==> src/rtl/exe_stage_md.sv <==
// Execute stage with multi-cycle multiply/divide, sized store lanes and
// forwarding outputs, sitting between ID and MEM on a valid/allow_in handshake.
// The stage holds (ready_go low) while a multiply or divide is still in flight;
// flush kills the resident instruction and aborts the divider.
module exe_stage_md #(
    parameter int MUL_LAT  = 2,
    parameter int DIV_ITER = 32
) (
    input  logic        clk,
    input  logic        reset,
    input  logic        flush,
    input  logic        id_to_exe_valid,
    output logic        exe_allow_in,
    output logic        exe_to_mem_valid,
    input  logic        mem_allow_in,
    input  logic [31:0] id_pc,
    input  logic [31:0] id_src1,
    input  logic [31:0] id_src2,
    input  logic [31:0] id_st_data,
    input  logic [11:0] id_alu_op,
    input  logic [2:0]  id_md_op,
    input  logic        id_mem_re,
    input  logic        id_mem_we,
    input  logic [1:0]  id_mem_size,
    input  logic        id_mem_unsigned,
    input  logic        id_gr_we,
    input  logic [4:0]  id_dest,
    output logic [31:0] exe_pc,
    output logic [31:0] exe_result,
    output logic        exe_res_from_mem,
    output logic        exe_gr_we,
    output logic        exe_mem_unsigned,
    output logic        exe_ale,
    output logic [4:0]  exe_dest,
    output logic [1:0]  exe_mem_size,
    output logic [1:0]  exe_addr_low,
    output logic        data_sram_en,
    output logic [3:0]  data_sram_we,
    output logic [31:0] data_sram_addr,
    output logic [31:0] data_sram_wdata,
    output logic        fwd_valid,
    output logic [4:0]  fwd_dest,
    output logic        fwd_ready,
    output logic [31:0] fwd_data
);

    localparam logic [2:0] MD_NONE    = 3'd0;
    localparam logic [2:0] MD_MUL_W   = 3'd1;
    localparam logic [2:0] MD_MULH_W  = 3'd2;
    localparam logic [2:0] MD_MULH_WU = 3'd3;
    localparam logic [2:0] MD_DIV_W   = 3'd4;
    localparam logic [2:0] MD_DIV_WU  = 3'd6;

    localparam int CNT_W  = 3;
    localparam int ITER_W = $clog2(DIV_ITER + 1);

    typedef enum logic [1:0] {
        DIV_IDLE = 2'd0,
        DIV_RUN  = 2'd1,
        DIV_DONE = 2'd2
    } div_state_t;

    // Payload registers
    logic        exe_valid_q;
    logic [31:0] pc_q;
    logic [31:0] src1_q;
    logic [31:0] src2_q;
    logic [31:0] st_data_q;
    logic [11:0] alu_op_q;
    logic [2:0]  md_op_q;
    logic        mem_re_q;
    logic        mem_we_q;
    logic [1:0]  mem_size_q;
    logic        mem_unsigned_q;
    logic        gr_we_q;
    logic [4:0]  dest_q;

    logic        ready_go;
    logic        is_mul;
    logic        is_div;

    // Multiply
    logic [CNT_W-1:0] mul_cnt_q;
    logic             mul_signed;
    logic [63:0]      mul_a;
    logic [63:0]      mul_b;
    logic [63:0]      mul_prod;

    // Divider
    div_state_t        div_state_q;
    logic [ITER_W-1:0] div_cnt_q;
    logic [31:0]       div_rem_q;
    logic [31:0]       div_quo_q;
    logic [31:0]       div_dvs_q;
    logic              div_quo_neg_q;
    logic              div_rem_neg_q;
    logic              div_signed;
    logic              dvd_neg;
    logic              dvs_neg;
    logic [32:0]       rem_shift;
    logic              rem_sub_ok;
    logic [31:0]       rem_d;
    logic [31:0]       quo_d;
    logic [31:0]       div_quo_res;
    logic [31:0]       div_rem_res;

    logic [31:0] alu_result;
    logic [31:0] md_result;
    logic [31:0] mem_addr;
    logic [3:0]  lane_mask;
    logic [31:0] st_wdata;
    logic        is_mem;

    assign is_mul = (md_op_q != MD_NONE) && !md_op_q[2];
    assign is_div = md_op_q[2];

    assign exe_allow_in     = !exe_valid_q || (ready_go && mem_allow_in);
    assign exe_to_mem_valid = exe_valid_q && ready_go && !flush;

    // Valid bit: flush beats everything, otherwise follows ID when we can accept
    always_ff @(posedge clk) begin
        if (reset) begin
            exe_valid_q <= 1'b0;
        end else if (flush) begin
            exe_valid_q <= 1'b0;
        end else if (exe_allow_in) begin
            exe_valid_q <= id_to_exe_valid;
        end
    end

    // Capture the incoming instruction on a successful ID->EXE handshake
    always_ff @(posedge clk) begin
        if (reset) begin
            pc_q           <= 32'd0;
            src1_q         <= 32'd0;
            src2_q         <= 32'd0;
            st_data_q      <= 32'd0;
            alu_op_q       <= 12'd0;
            md_op_q        <= MD_NONE;
            mem_re_q       <= 1'b0;
            mem_we_q       <= 1'b0;
            mem_size_q     <= 2'd0;
            mem_unsigned_q <= 1'b0;
            gr_we_q        <= 1'b0;
            dest_q         <= 5'd0;
        end else if (id_to_exe_valid && exe_allow_in) begin
            pc_q           <= id_pc;
            src1_q         <= id_src1;
            src2_q         <= id_src2;
            st_data_q      <= id_st_data;
            alu_op_q       <= id_alu_op;
            md_op_q        <= id_md_op;
            mem_re_q       <= id_mem_re;
            mem_we_q       <= id_mem_we;
            mem_size_q     <= id_mem_size;
            mem_unsigned_q <= id_mem_unsigned;
            gr_we_q        <= id_gr_we;
            dest_q         <= id_dest;
        end
    end

    // One-hot ALU: add, sub, slt, sltu, and, nor, or, xor, sll, srl, sra, lui(=src2)
    always_comb begin
        alu_result =
            ({32{alu_op_q[0]}}  & (src1_q + src2_q))                                  |
            ({32{alu_op_q[1]}}  & (src1_q - src2_q))                                  |
            ({32{alu_op_q[2]}}  & {31'd0, ($signed(src1_q) < $signed(src2_q))})       |
            ({32{alu_op_q[3]}}  & {31'd0, (src1_q < src2_q)})                         |
            ({32{alu_op_q[4]}}  & (src1_q & src2_q))                                  |
            ({32{alu_op_q[5]}}  & ~(src1_q | src2_q))                                 |
            ({32{alu_op_q[6]}}  & (src1_q | src2_q))                                  |
            ({32{alu_op_q[7]}}  & (src1_q ^ src2_q))                                  |
            ({32{alu_op_q[8]}}  & (src1_q << src2_q[4:0]))                            |
            ({32{alu_op_q[9]}}  & (src1_q >> src2_q[4:0]))                            |
            ({32{alu_op_q[10]}} & 32'($signed(src1_q) >>> src2_q[4:0]))               |
            ({32{alu_op_q[11]}} & src2_q);
    end

    // Sign-extended operands make a plain 64-bit product correct for both
    // signed and unsigned high halves.
    assign mul_signed = (md_op_q == MD_MULH_W);
    assign mul_a      = {{32{mul_signed & src1_q[31]}}, src1_q};
    assign mul_b      = {{32{mul_signed & src2_q[31]}}, src2_q};
    assign mul_prod   = mul_a * mul_b;

    // Multiply latency counter: restarts whenever the slot can take a new instruction
    always_ff @(posedge clk) begin
        if (reset || flush) begin
            mul_cnt_q <= '0;
        end else if (exe_allow_in) begin
            mul_cnt_q <= '0;
        end else if (exe_valid_q && is_mul && (mul_cnt_q != CNT_W'(MUL_LAT - 1))) begin
            mul_cnt_q <= mul_cnt_q + 1'b1;
        end
    end

    // Divider operand magnitudes; mod/div share the same iteration
    assign div_signed = !md_op_q[1];
    assign dvd_neg    = div_signed & src1_q[31];
    assign dvs_neg    = div_signed & src2_q[31];

    // One restoring step: shift in the next dividend bit, subtract if it fits
    always_comb begin
        rem_shift  = {div_rem_q, div_quo_q[31]};
        rem_sub_ok = (rem_shift >= {1'b0, div_dvs_q});
        rem_d      = rem_sub_ok ? (rem_shift[31:0] - div_dvs_q) : rem_shift[31:0];
        quo_d      = {div_quo_q[30:0], rem_sub_ok};
    end

    // Divider FSM: IDLE latches operands, RUN iterates, DONE holds until MEM takes it
    always_ff @(posedge clk) begin
        if (reset || flush) begin
            div_state_q   <= DIV_IDLE;
            div_cnt_q     <= '0;
            div_rem_q     <= 32'd0;
            div_quo_q     <= 32'd0;
            div_dvs_q     <= 32'd0;
            div_quo_neg_q <= 1'b0;
            div_rem_neg_q <= 1'b0;
        end else begin
            case (div_state_q)
                DIV_IDLE: begin
                    if (exe_valid_q && is_div) begin
                        div_state_q   <= DIV_RUN;
                        div_cnt_q     <= '0;
                        div_rem_q     <= 32'd0;
                        div_quo_q     <= dvd_neg ? (32'd0 - src1_q) : src1_q;
                        div_dvs_q     <= dvs_neg ? (32'd0 - src2_q) : src2_q;
                        div_quo_neg_q <= dvd_neg ^ dvs_neg;
                        div_rem_neg_q <= dvd_neg;
                    end
                end
                DIV_RUN: begin
                    div_rem_q <= rem_d;
                    div_quo_q <= quo_d;
                    div_cnt_q <= div_cnt_q + 1'b1;
                    if (div_cnt_q == ITER_W'(DIV_ITER - 1)) begin
                        div_state_q <= DIV_DONE;
                    end
                end
                DIV_DONE: begin
                    if (exe_valid_q && mem_allow_in) begin
                        div_state_q <= DIV_IDLE;
                    end
                end
                default: div_state_q <= DIV_IDLE;
            endcase
        end
    end

    // Sign fix-up plus the divide-by-zero special case; 0x80000000 / -1 falls
    // out naturally from the magnitude arithmetic.
    always_comb begin
        if (src2_q == 32'd0) begin
            div_quo_res = 32'hFFFF_FFFF;
            div_rem_res = src1_q;
        end else begin
            div_quo_res = div_quo_neg_q ? (32'd0 - div_quo_q) : div_quo_q;
            div_rem_res = div_rem_neg_q ? (32'd0 - div_rem_q) : div_rem_q;
        end
    end

    // Select the multiply/divide result by operation
    always_comb begin
        case (md_op_q)
            MD_MUL_W:               md_result = mul_prod[31:0];
            MD_MULH_W, MD_MULH_WU:  md_result = mul_prod[63:32];
            MD_DIV_W, MD_DIV_WU:    md_result = div_quo_res;
            default:                md_result = div_rem_res;
        endcase
    end

    // Stage completion condition per operation class
    always_comb begin
        if (md_op_q == MD_NONE) begin
            ready_go = 1'b1;
        end else if (is_div) begin
            ready_go = (div_state_q == DIV_DONE);
        end else begin
            ready_go = (mul_cnt_q == CNT_W'(MUL_LAT - 1));
        end
    end

    // Store lane mask and replicated write data by access size
    always_comb begin
        case (mem_size_q)
            2'd0: begin
                lane_mask = 4'b0001 << mem_addr[1:0];
                st_wdata  = {4{st_data_q[7:0]}};
            end
            2'd1: begin
                lane_mask = 4'b0011 << mem_addr[1:0];
                st_wdata  = {2{st_data_q[15:0]}};
            end
            default: begin
                lane_mask = 4'hF;
                st_wdata  = st_data_q;
            end
        endcase
    end

    assign mem_addr = alu_result;
    assign is_mem   = mem_re_q | mem_we_q;
    assign exe_ale  = is_mem & (((mem_size_q == 2'd1) & mem_addr[0]) |
                                ((mem_size_q == 2'd2) & (|mem_addr[1:0])));

    assign exe_result       = (md_op_q == MD_NONE) ? alu_result : md_result;
    assign exe_pc           = pc_q;
    assign exe_res_from_mem = mem_re_q;
    assign exe_gr_we        = gr_we_q;
    assign exe_mem_unsigned = mem_unsigned_q;
    assign exe_dest         = dest_q;
    assign exe_mem_size     = mem_size_q;
    assign exe_addr_low     = mem_addr[1:0];

    // The SRAM is only touched in the cycle MEM accepts, so a stalled store
    // never issues twice.
    assign data_sram_en    = exe_valid_q & ready_go & mem_allow_in & ~flush & is_mem & ~exe_ale;
    assign data_sram_we    = (data_sram_en & mem_we_q) ? lane_mask : 4'h0;
    assign data_sram_addr  = mem_addr;
    assign data_sram_wdata = st_wdata;

    assign fwd_valid = exe_valid_q & gr_we_q & (dest_q != 5'd0);
    assign fwd_dest  = dest_q;
    assign fwd_ready = ready_go & ~mem_re_q;
    assign fwd_data  = exe_result;

endmodule
==> config.mk <==
export PLATFORM = sky130hd
export DESIGN_NAME = exe_stage_md
export DESIGN_NICKNAME = d
export VERILOG_FILES = /design/src/rtl/exe_stage_md.sv
export SDC_FILE = /design/constraint.sdc
export NUM_CORES = 2
export LEC_CHECK = 0
export ABC_AREA = 1
export CAP_MARGIN = 20
export CELL_PAD_IN_SITES_DETAIL_PLACEMENT = 1
export CELL_PAD_IN_SITES_GLOBAL_PLACEMENT = 2
export CORE_MARGIN = 2
export CORE_UTILIZATION = 39
export DETAILED_ROUTE_END_ITERATION = 10
export PLACE_DENSITY_LB_ADDON = 0.1
export SYNTH_ARGS = -nofsm -noshare
export SYNTH_HDL_FRONTEND = slang
export SYNTH_SLANG_ARGS = --single-unit
==> constraint.sdc <==
create_clock -name clk -period 22.8 [get_ports clk]
set_clock_uncertainty 0.2 [all_clocks]
set_input_delay 3.42 -clock clk [delete_from_list [all_inputs] [get_ports clk]]
set_output_delay 3.42 -clock clk [all_outputs]
set_load 0.05 [all_outputs]
# Word level (Yosys, flattened, before mapping)
# Cells that the tools add are included.
[op_classes]
addsub = 9
multipliers = 1
n_lt_le_gt_ge = 3
n_eq_ne = 15
n_shift = 5
n_mux = 24
bitwise_logic = 49
n_reduce_logical = 30
[op_table]
columns = ["operator", "count"]
rows = [
  ["32-bit OR", 12],
  ["32-bit AND", 11],
  ["32-bit two-way mux", 10],
  ["32-bit one-hot mux with 2 select lines", 3],
  ["1-bit by 32-bit subtractor with 32-bit output (first input constant)", 4],
  ["32-bit one-hot mux with 3 select lines", 1],
  ["32-bit by 1-bit AND with 32-bit output", 2],
  ["32-bit less-than comparator", 2],
  ["33-bit by 33-bit multiplier with 64-bit output", 1],
  ["32-bit subtractor", 2],
  ["33-bit by 32-bit greater-or-equal comparator with 1-bit output", 1],
  ["32-bit adder", 1],
  ["32-bit zero test", 1],
  ["32-bit NOT", 1],
  ["32-bit by 5-bit left shift with 32-bit output", 1],
  ["32-bit by 5-bit >> shifter with 32-bit output", 1],
  ["32-bit by 5-bit >>> shifter with 32-bit output", 1],
  ["32-bit XOR", 1],
  ["1-bit AND", 16],
  ["6-bit one-hot mux with 2 select lines", 1],
  ["2-bit OR reduction", 5],
  ["1-bit logical AND", 9],
  ["4-bit one-hot mux with 2 select lines", 1],
  ["6-bit by 1-bit adder with 6-bit output (second input constant)", 1],
  ["28 further kinds", 47],
]
[word_totals]
ff_bits = 264
input_bits = 159
elab_cells = 157

# Logic depth before layout (Yosys ltp)
[logic_depth]
ltp_word = 21
ltp_mapped = 37
ltp_nobuf = 35

# Least setup slack after synthesis
# Ideal clock, no wire load.
[synth_timing]
path_type = "reg-to-output"
from = "reg src1_q[31]"
to = "out fwd_data[31]"
t_arrival_ns = 8.166
path_slack_ns = 11.014
path_stages_with_launch = 36
path_cell_list = "dfxtp_1 -> buf_2 -> buf_1 -> buf_1 -> nand2_1 -> nor2_1 -> fa_1 -> inv_1 -> fa_1 -> inv_1 -> fa_1 -> fa_1 -> inv_1 -> fa_1 -> inv_1 -> fa_1 -> inv_1 -> fa_1 -> fa_1 -> inv_1 -> ha_1 -> nand2_1 -> nor2_1 -> inv_1 -> nor2_1 -> inv_1 -> nor4_1 -> nand2_1 -> nand2_1 -> inv_1 -> nand2_1 -> nand3_1 -> nand3_1 -> nand2_1 -> inv_1 -> buf_4"
[synth_between]
elab_chain_cells = 14
word_cells_on_any_way = 34
classes_between = "2 x add/sub; 1 x mul; 3 x shift; 3 x mux; 25 x bitwise"
[synth_lines]
columns = ["item", "line_no", "text"]
rows = [
  ["start: declaration", "66", "logic [31:0] src1_q;"],
  ["start signal: assignment", "148", "src1_q <= id_src1;"],
  ["branches (longest 13 deep; another with 33-bit by 33-bit multiplier with 64-bit output)", "--", ""],
  ["32-bit two-way mux *", "307", "assign exe_result = (md_op_q == MD_NONE) ? alu_result : md_result;"],
  ["end: declaration", "44", "output logic [31:0] fwd_data"],
]
# Every way passes the cells marked *.

# Final worst setup path
[layout_timing]
from = "reg md_op_q[1]"
to = "out fwd_data[28]"
[layout_between]
elab_chain_cells = 5
word_cells_on_any_way = 13
classes_between = "1 x mul; 5 x eq/ne; 2 x mux; 2 x bitwise; 3 x reduce/logical"
[layout_lines]
columns = ["item", "line_no", "text"]
rows = [
  ["start: declaration", "70", "logic [2:0] md_op_q;"],
  ["start signal: assignment", "152", "md_op_q <= id_md_op;"],
  ["3-bit by 2-bit == test with 1-bit output", "181, 265", ""],
  ["1-bit AND, on equally long branches", "182, 183", ""],
  ["33-bit by 33-bit multiplier with 64-bit output", "184", "assign mul_prod = mul_a * mul_b;"],
  ["32-bit one-hot mux with 3 select lines", "265", "case (md_op_q)"],
  ["32-bit two-way mux *", "307", ""],
]
# Mark *: on every way between the ends. The rest lies on a longest branch, timed or not.

==> results.json <==
{
  "status": "finished clean",
  "synth-edff-count": 0,
  "report.final.slew_viol_count": 0,
  "fill_cells": 21700,
  "cts_hold_buf": 0,
  "num_io_pins": 346,
  "start_util": 0.392,
  "r2r_cells": 13,
  "fin_setup_tns_ps": 0,
  "route.met3.wl_um": 35500,
  "post_dp_cell_area_um2": 71400,
  "powerDensity_nw_per_um2": 86.8,
  "avgSynthCellArea_um2": 6.87,
  "slew-limit-headroom": 0.0835,
  "p_leak_nw": 35.5,
  "wl_per_cell_um": 30.8,
  "end_kind": "primary output",
  "grt_pass1_vias": 72900,
  "r2r-end": "src2_q[31]",
  "gp_congestion": 1.02,
  "syn_inst": 9655,
  "wl_met1_um": 142000,
  "vias": 68700,
  "regArea_um2": 5370,
  "finalCritPeriodShare": 0.668,
  "netlist_top_cells_area": "fa_1 (34%), nand2_1 (14%), inv_1 (11%), dfxtp_1 (8.0%), ha_1 (6.6%)",
  "pre_cts_ws_ps": 8250,
  "synth_cell_types": 61,
  "ant_nets": 0,
  "nets": 11300,
  "path_max_fanout": 34,
  "cts_max_path_buffers": 3,
  "yosys.area.top_type": "fa_1",
  "ys_seq_elements": 264,
  "post_cts_buffers": 0,
  "min_path_type": "reg2reg",
  "max_stage_delay_ps": 890,
  "multiInputGateArea_um2": 51300,
  "die_w_um": 416,
  "netlist.area_leader.share": 0.340,
  "crit_start": "md_op_q[1]",
  "layout_setup_ws_ps": 7560,
  "antenna_found_initial": 23,
  "ys_async_sr_fraction": 0,
  "drive_gt1_frac": 0.0338,
  "timing.rr.start": "md_op_q[1]",
  "num_rows": 151,
  "syn_area_um2": 66400,
  "coreArea_um2": 169000,
  "htree_levels": 2,
  "synth_flop_cell": "dfxtp_1",
  "hpwl_um": 296000,
  "period_needed_ps": 15240,
  "r2r_setup_slack_ps": 18050,
  "hold_viol": 0,
  "clk_latency_ps": 700,
  "netlist_top_cells_count": "nand2_1 (2469), inv_1 (1977), fa_1 (1128)",
  "cts_tree": "yes",
  "die_h_um": 416,
  "grt_remaining_overflow": 0,
  "ys_warn_count": 0,
  "wl_um": 367000,
  "maxCapViolCount": 0,
  "hold_path_startpoint": "alu_op_q[3]",
  "cts_made_buffers": 40,
  "dr_wl_met2_um": 160000,
  "synth_seq_area_share": 0.0796,
  "area_growth_pct": 9.76,
  "ctsResizeCount": 0,
  "p_total_mw": 6.32,
  "top_layer_used": "met5",
  "path_class": "reg2out",
  "first_pass_iters": 5,
  "grt_first_pass_wirelength_um": 522000,
  "fp.dieArea_um2": 173000,
  "final_area_um2": 72800,
  "portBuffers": 345,
  "irDropWorstVdd_uv": 109,
  "rsz0062_at_grt": "no",
  "grt_max_degree": 159,
  "startpoint_type": "register",
  "drt-initial-drc-count": 6260,
  "required_ps": 19180,
  "crit_path_end": "fwd_data[28]",
  "viasPerCell": 5.76,
  "worst_pin_slew_ps": 1360,
  "crit_arrival_ps": 11620,
  "cts.clk_slew.worst_paths_ps": 60,
  "synth_nets": 11300,
  "synth.most_common_cell": "nand2_1",
  "setup_viol": 0,
  "cpMaxStageDelayCell": "fa_1",
  "max_freq_ghz": 0.0656,
  "root_buffer": "clkbuf_16",
  "grt_usage": 0.418,
  "drc": 0,
  "cts_sinks": 264
}
-- kinds of logic (layout without fill, tap and decap cells) --
group                      after synthesis  after routing  share of synthesized area
AOI/OAI and AO/OA                     1263           1263                      0.104
xor gates and xnor gates                93             93                     0.0123
adders and majority gates             1476           1476                      0.406
buffers and inverters                 2529           2557                      0.148
DFF                                    264            264                     0.0796
muxes                                    4              4                   0.000603
other                                    0             16                          0
and+or+nand+nor                       4026           4026                      0.249
-- cell type report --
class                   instances  area share
well taps                    2218      0.0381
clock buffers                  56      0.0157
inverters                    1999       0.103
flip-flops and latches        264      0.0738
repair buffers                485      0.0621
diodes                         16    0.000550
clock inverters                17     0.00258
multi-input cells            6862       0.704
-- critical path, delay by kind of cell (launching register included) --
kind	cells	cell delay, ps
flops	1	440
buf+inv	11	2850
fa+ha+maj	9	4860
simple gates	12	2730
-- per-layer routing --
layer / vias to the layer above / global-route usage
met5: - / 0
met4: 22 / 0.280
met3: 997 / 0.102
met2: 3555 / 0.647
met1: 34800 / 0.518
li1: 29300 / -
-- where the power goes --
| part | leakage, nW | internal [mW] | switching (mW) | total, mW |
|---|---|---|---|---|
| combinational | 32.7 | 1.44 | 3.67 | 5.11 |
| clock | 0.654 | 0.375 | 0.283 | 0.658 |
| sequential | 2.18 | 0.486 | 0.0640 | 0.550 |
| total | 35.5 | 2.30 | 4.02 | 6.32 |
-- state kept, by name (all words and copies together) (netlist names), 2 cells and up --
name / flops
mul_cnt_q: 3
src1_q: 32
div_rem_q: 32
exe_dest: 5
div_cnt_q: 6
alu_op_q: 12
src2_q: 32
div_dvs_q: 32
div_state_q: 2
exe_pc: 32
md_op_q: 3
st_data_q: 32
div_quo_q: 32
exe_mem_size: 2
-- worst min-delay path by stage --
stage                              to  cells after the start
after global placement    alu_op_q[6]                      2
final                     alu_op_q[3]                      2
after floorplan           alu_op_q[3]                      2
after CTS                 alu_op_q[3]                      2
after detailed placement  alu_op_q[3]                      2
after global routing      alu_op_q[6]                      2
-- cell usage in the layout, fill, tap and decap left out, types with 10 or more instances in the layout --
cell type	n
nor4_1	12
o21ai_0	490
o22ai_1	31
o221ai_1	12
xnor2_1	33
a21o_1	11
nor2_2	13
a21oi_1	488
a221oi_1	11
nor3_1	53
nand3_1	590
or2_2	14
dfxtp_1	209
ha_1	348
o21ai_1	34
nand3b_1	22
buf_4	138
nand4_1	97
a211oi_1	10
a31oi_1	42
nor2_1	715
inv_1	1974
diode_2	16
o21a_1	18
nand2_1	2469
inv_2	12
clkbuf_16	40
clkinv_1	10
o21bai_1	33
a21boi_0	16
clkdlybuf4s50_1	345
o211ai_1	42
dfxtp_2	48
fa_1	1128
xor2_1	60
-- stage by stage --
stage,hold slack [ps],instances,utilization
after floorplan,230,9655,-
after global placement,241,11800,0.422
after detailed placement,249,11800,0.422
after CTS,259,11900,0.430
after global routing,291,11900,0.430
final,258,11900,0.430
Note: power is estimated with default switching activity, not from simulation.
